--- src/rtl/counter_pkg.sv ---
// counter_pkg: shared constants and helpers for the counter block.
//   DefaultWidth - default count/limit width in bits
//   DefaultStep  - default increment per clock
//   count_period - cycles per count period for a given limit and step
package counter_pkg;

  localparam int unsigned DefaultWidth = 4;
  localparam int unsigned DefaultStep  = 1;

  // One cycle per step taken to reach max (the last step clamps to max),
  // plus the cycle that returns to zero.
  function automatic int unsigned count_period(input int unsigned max,
                                               input int unsigned step);
    if (step == 0) begin
      return 0;
    end
    return (max + step - 1) / step + 1;
  endfunction

endpackage

--- src/rtl/counter_next.sv ---
// counter_next: combinational next-count computation.
//   value - current count
//   max   - inclusive upper limit
//   next  - count to load on the next edge
// Wraps to 0 once the count reaches max, otherwise adds STEP and clamps to
// max so the limit value is never skipped.
module counter_next
  import counter_pkg::*;
#(
  parameter int unsigned WIDTH = DefaultWidth,
  parameter int unsigned STEP  = DefaultStep
) (
  input  logic [WIDTH-1:0] value,
  input  logic [WIDTH-1:0] max,
  output logic [WIDTH-1:0] next
);

  localparam logic [WIDTH:0] StepExt = (WIDTH + 1)'(STEP);

  // One extra bit so value + STEP cannot wrap around before the clamp test.
  logic [WIDTH:0] sum;

  always_comb begin
    sum = {1'b0, value} + StepExt;
    if (value >= max) begin
      next = '0;
    end else if (sum > {1'b0, max}) begin
      next = max;
    end else begin
      next = sum[WIDTH-1:0];
    end
  end

endmodule

--- src/rtl/counter.sv ---
// counter: wrapping up-counter with an inclusive programmable limit.
//   i_clk    - clock, all state changes on its rising edge
//   i_reset  - synchronous active-high reset, loads 0
//   i_max    - inclusive upper count limit
//   o_hitTop - high while the count is at or above i_max (combinational)
//   o_value  - current count, straight from the register
// Optional: define COUNTER_ASSERT_EN to compile simulation assertions.
module counter
  import counter_pkg::*;
#(
  parameter int unsigned WIDTH = DefaultWidth,
  parameter int unsigned STEP  = DefaultStep
) (
  input  logic             i_clk,
  input  logic             i_reset,
  input  logic [WIDTH-1:0] i_max,
  output logic             o_hitTop,
  output logic [WIDTH-1:0] o_value
);

  // Initialised so the block works when o_hitTop is the only reset source.
  logic [WIDTH-1:0] value_q = '0;
  logic [WIDTH-1:0] value_d;

  counter_next #(
    .WIDTH (WIDTH),
    .STEP  (STEP)
  ) u_next (
    .value (value_q),
    .max   (i_max),
    .next  (value_d)
  );

  always_ff @(posedge i_clk) begin
    if (i_reset) begin
      value_q <= '0;
    end else begin
      value_q <= value_d;
    end
  end

  assign o_value  = value_q;
  assign o_hitTop = (value_q >= i_max);

`ifdef COUNTER_ASSERT_EN
  if ((STEP < 1) || (64'(STEP) > ((64'd1 << WIDTH) - 64'd1))) begin : g_bad_step
    $error("counter: STEP %0d outside 1..2^WIDTH-1", STEP);
  end

  logic             past_valid_q = 1'b0;
  logic [WIDTH-1:0] max_q;

  always_ff @(posedge i_clk) begin
    past_valid_q <= 1'b1;
    max_q        <= i_max;
  end

  a_hit_top: assert property (@(posedge i_clk) o_hitTop == (o_value >= i_max));

  // A limit held across the edge means the count was clamped against it.
  a_in_range: assert property (@(posedge i_clk)
    (past_valid_q && (i_max == max_q)) |-> (o_value <= i_max));

  a_no_x: assert property (@(posedge i_clk) past_valid_q |-> !$isunknown(o_value));
`endif

endmodule

--- config.mk ---
export PLATFORM = sky130hd
export DESIGN_NAME = counter
export DESIGN_NICKNAME = d
export VERILOG_FILES = /design/src/rtl/counter_pkg.sv /design/src/rtl/counter_next.sv /design/src/rtl/counter.sv
export SDC_FILE = /design/constraint.sdc
export NUM_CORES = 1
export LEC_CHECK = 0
export ABC_CLOCK_PERIOD_IN_PS = 5200
export CAP_MARGIN = 20
export CELL_PAD_IN_SITES_DETAIL_PLACEMENT = 1
export CELL_PAD_IN_SITES_GLOBAL_PLACEMENT = 1
export CORE_AREA = 3 3 42 44
export DETAILED_ROUTE_END_ITERATION = 7
export DIE_AREA = 0 0 45 47
export HOLD_SLACK_MARGIN = 0.15
export PLACE_DENSITY_LB_ADDON = 0.1
export SKIP_CTS_REPAIR_TIMING = 1
export SLEW_MARGIN = 20
export SYNTH_ARGS = -nofsm -noshare
export SYNTH_HDL_FRONTEND = slang
export SYNTH_SLANG_ARGS = --single-unit
--- constraint.sdc ---
create_clock -name i_clk -period 5.2 [get_ports i_clk]
set_input_delay 0.52 -clock i_clk [delete_from_list [all_inputs] [get_ports i_clk]]
set_output_delay 0.52 -clock i_clk [all_outputs]
set_load 0.01 [all_outputs]
== Word level (Yosys, flattened, before mapping) ==
Index checks and enable logic that the tools add are counted.

* Input bits: 6
* Memories: 0
* ROM bits: 0
* Word-level logic and storage cells: 6
* Output and inout port bits: 5
* Memory bits (writable): 0
* Flip-flop bits (word level): 4
* Latch bits: 0

* Shift-type cells: 0
* Eq/ne operators: 0
* Muxes and demuxes: 1
* Bitwise operators: 0
* Multiply operators: 0
* $add $sub $neg: 1
* Divide/modulo/power cells: 0
* Magnitude comparators: 2
* Reduce and logical (&&, ||, !) cells: 1

{| class="wikitable"
|+ Operators with widths
! kind !! number
|-
| adder 4 x 1 -> 5 bit (second input constant) || 1
|-
| greater-than comparator 5 x 4 -> 1 bit || 1
|-
| greater-or-equal comparator 4 bit || 1
|-
| 2-to-1 mux 4 bit || 1
|-
| OR reduction 2 bit || 1
|}

== Logic depth before layout (Yosys ltp) ==
* Depth in word-level cells: 3
* Depth in mapped cells: 7
* Gate-level depth less buffers: 7

== By module ==
Synthesis repeated with hierarchy kept, for this count alone.

* Cells, all modules: 59
* Area, all modules: 589.3 µm²

{| class="wikitable"
|+ Modules (own cells, without submodules)
! module !! sequential area each (µm²) !! cells each !! instances !! area each (µm²)
|-
| counter_next || 0.0 || 38 || 1 || 364.1
|-
| counter || 80.1 || 21 || 1 || 225.2
|}

== Least setup slack after synthesis ==
OpenSTA, ideal clock, no wires.

* Path type: input-to-output
* Start: input i_max[0]
* End: output o_hitTop
* Stages on the path: 4
* Slack: 3.084 ns
* Data required time: 4.680 ns
* Arrival: 1.596 ns
* Path through: ha_1 > nand2b_4 > a2111oi_4 > nor2_1

* Word-level cells in the longest chain between the ends: 1

{| class="wikitable"
|+ RTL lines
! what !! RTL line !! RTL
|-
| start: declaration || counter.sv:16 || <nowiki>input logic [WIDTH-1:0] i_max,</nowiki>
|-
| greater-or-equal comparator 4 bit || counter.sv:43 || <nowiki>assign o_hitTop = (value_q >= i_max);</nowiki>
|-
| end: declaration || counter.sv:17 || <nowiki>output logic o_hitTop,</nowiki>
|}

Every way passes these cells.

== Final worst setup path ==
Ends and elaborated chain as after synthesis.

==> metrics.md <==
| Metric | Value |
|---|---|
| Hold Path Class | `reg -> reg` |
| Synth Instances | `44` |
| Nets | `74` |
| Worst setup path start | `i_max[0]` |
| Largest registers | `o_value: 4 flops` |
| Setup crit start kind | `input port` |
| Slowest stage delay, CP | `0.59 ns` |
| GR Overflow Total | `0` |
| CTS tree | `built` |
| CP required | `between 4 and 5 ns` |
| Worst setup EP type | `output port` |
| Via density | `5.53` |
| R2R cell count | `7` |
| Mapped Avg Cell Area | `9.81 um2` |
| Buf/Inv on CP | `2` |
| N_diodes | `0` |
| Unique masters post-synth | `15` |
| WL per Instance | `15.8 um` |
| Synth warn | `0` |
| Power density over the cells | `565 nW/um2` |
| First-pass GRT wire length | `1.88 mm` |
| Clock transition at path regs | `0.03 ns` |
| Hold slack | `0.725 ns` |
| Clock Path Buffers | `2` |
| Metal3 WL | `between 15 and 20 um` |
| Max-cap violation count | `0` |
| Fin crit period | `approximately 3.2 ns` |
| Row cnt | `14` |
| I/O pins | `11` |
| Non-filler cells, final | `73` |
| Max reg flops | `4` |
| Slowest CP cell | `a2111oi_4` |
| Dpl cells | `70` |
| Worst R2R Start | `o_value[0]` |
| R2R setup slack | `3.04 ns` |
| Crit path cell chain | `clkdlybuf4s50_1 -> ha_1 -> nand2b_4 -> a2111oi_4 -> nor2_1 -> clkdlybuf4s50_1` |
| GPL Wtd Cong | `0.716` |
| Post-synthesis register bit count | `4` |
| Root Buffer | `clkbuf_4` |
| Area growth, synth to finish | `33.0%` |
| Setup WS pre-CTS | `1.99 ns` |
| Post-Syn Area | `432 um2` |
| Die span in x | `approximately 45 um` |
| Biggest register | `o_value` |
| RSZ-0062 raised after global routing | `no` |
| Port buffer count | `10` |
| Most used cell, CP | `clkdlybuf4s50_1` |
| CTS sink count | `4` |
| Worst-Skew Late Latency | `approximately 0.22 ns` |
| 1st-iter DRT viols | `3` |
| Residual DRC count | `0` |
| Clock Skews | `0.00139 ns` |
| Vias in the first global route | `about 440` |
| Final Cycle Share | `61.5%` |
| Initial Util | `29.3%` |
| Most frequent cells in the layout | `clkdlybuf4s50_1, ha_1, o211ai_1` |
| Critical Path AT | `2.68 ns` |
| Metal2 WL | `between 600 and 700 um` |
| Achievable Freq | `0.313 GHz` |
| Fin. Hold Viols | `0` |
| Status | `complete, no violations` |
| H-tree levels | `1` |
| Worst-margin pin slew | `0.598 ns` |
| 1st-pass router iterations | `3` |
| Total negative slack | `0 ns` |
| Detailed Place HPWL | `1.00 mm` |
| M1 WL | `505 um` |
| Final WL | `1.15 mm` |
| Crit path max fanout | `9` |
| Initial antenna violation count | `0` |
| Worst path top cell family by delay | `buffers and inverters` |
| Sequential area share after synthesis | `between 10% and 20%` |
| Pin count of the biggest net entering global routing | `10` |
| Via count | `404` |
| Hold Path Stages | `3` |
| Worst hold path startpoint | `o_value[3]` |
| Top Layer Used | `met4` |
| Routed Antenna Nets | `0` |
| Die H | `47 um` |
| P_leak | `0.267 nW` |
| Die footprint | `2120 um2` |
| Fill cells | `between 150 and 200` |
| CTS buffer count | `3` |
| Final WS setup | `2.00 ns` |
| Fraction of layout cells with a size suffix above 1 | `8.77%` |
| Total track usage | `12.2%` |
| Slew Limit Fails | `0` |
| Final setup viols | `0` |
| Crit Path Category | `in -> out` |
| Maximum vdd drop | `between 0.15 and 0.2 mV` |
| Syn Nets | `59` |
| Max transition margin | `60.0%` |
| Crit path depth | `6` |
| Core Box Area | `1470 um2` |
| Commonest non-fill, non-tap cell in the layout | `clkdlybuf4s50_1` |
## power by group
group	switching, W	internal [W]
clock	0.0000100	0.0000256
sequential	0.0000190	0.0000448
combinational	0.000116	0.000110
total	0.000145	0.000180
## Yosys cell counts, drive strengths merged
| library cell | instances | area share [%] |
|---|---|---|
| xor2 | 1 | 2.0 |
| nand2b | 1 | 3.2 |
| nand3 | 3 | 3.5 |
| a32oi | 1 | 2.0 |
| o21a | 1 | 1.7 |
| nor2 | 2 | 1.7 |
| inv | 5 | 4.3 |
| a21oi | 1 | 1.2 |
| xnor2 | 1 | 2.0 |
| a2111oi | 1 | 6.4 |
| nand4b | 2 | 4.1 |
| o211ai | 8 | 14 |
| ha | 9 | 26 |
| mux2i | 4 | 9.3 |
| dfxtp | 4 | 19 |
## worst register-to-register path, cell delays in order (launching register included)
cell     delay, ns
dfxtp_1       0.42
nand3_1       0.13
xnor2_1       0.24
ha_1          0.32
a21oi_1       0.16
nand3_1       0.09
a32oi_1       0.47
mux2i_1       0.25
## worst paths after layout
path	end
worst min-delay path	o_value[3]
worst max-delay path	o_hitTop
worst min register to register	o_value[3]
worst max register to register	o_value[2]
## through the flow
stage	total power (W)	area [um2]	utilization, %
4_1_cts	0.000330	574	39.0
5_1_grt	0.000352	574	39.0
6_report	0.000325	574	39.0
3_3_place_gp	0.000278	552	37.5
2_1_floorplan	0.000213	432	-
3_5_place_dp	0.000293	552	37.5
## cell families (layout without fill, tap and decap cells)
| logic type | Yosys count | count (layout) | synth area share [%] |
|---|---|---|---|
| simple gates | 8 | 8 | 12.5 |
| compound gates | 12 | 12 | 25.2 |
| fa+ha+maj | 9 | 9 | 26.1 |
| flops | 4 | 4 | 18.6 |
| buf+inv | 5 | 18 | 4.35 |
| xor+xnor | 2 | 2 | 4.06 |
| mux | 4 | 4 | 9.28 |
## cell type report
class / count / area (um2) / share of cell area [%]
multi-input cells: 35 / 333 / 58.0
well taps: 16 / 20.0 / 3.49
clock buffers: 3 / 22.5 / 3.92
inverters: 5 / 18.8 / 3.27
repair buffers: 10 / 100 / 17.4
flip-flops and latches: 4 / 80.1 / 13.9
## layer usage
layer / global-route usage, % / vias up
met5: 0 / -
met4: 5.26 / 0
met3: 1.15 / 2
met2: 22.0 / 6
met1: 14.5 / 199
li1: - / 197
No activity file was read; power rests on OpenSTA's default activity.
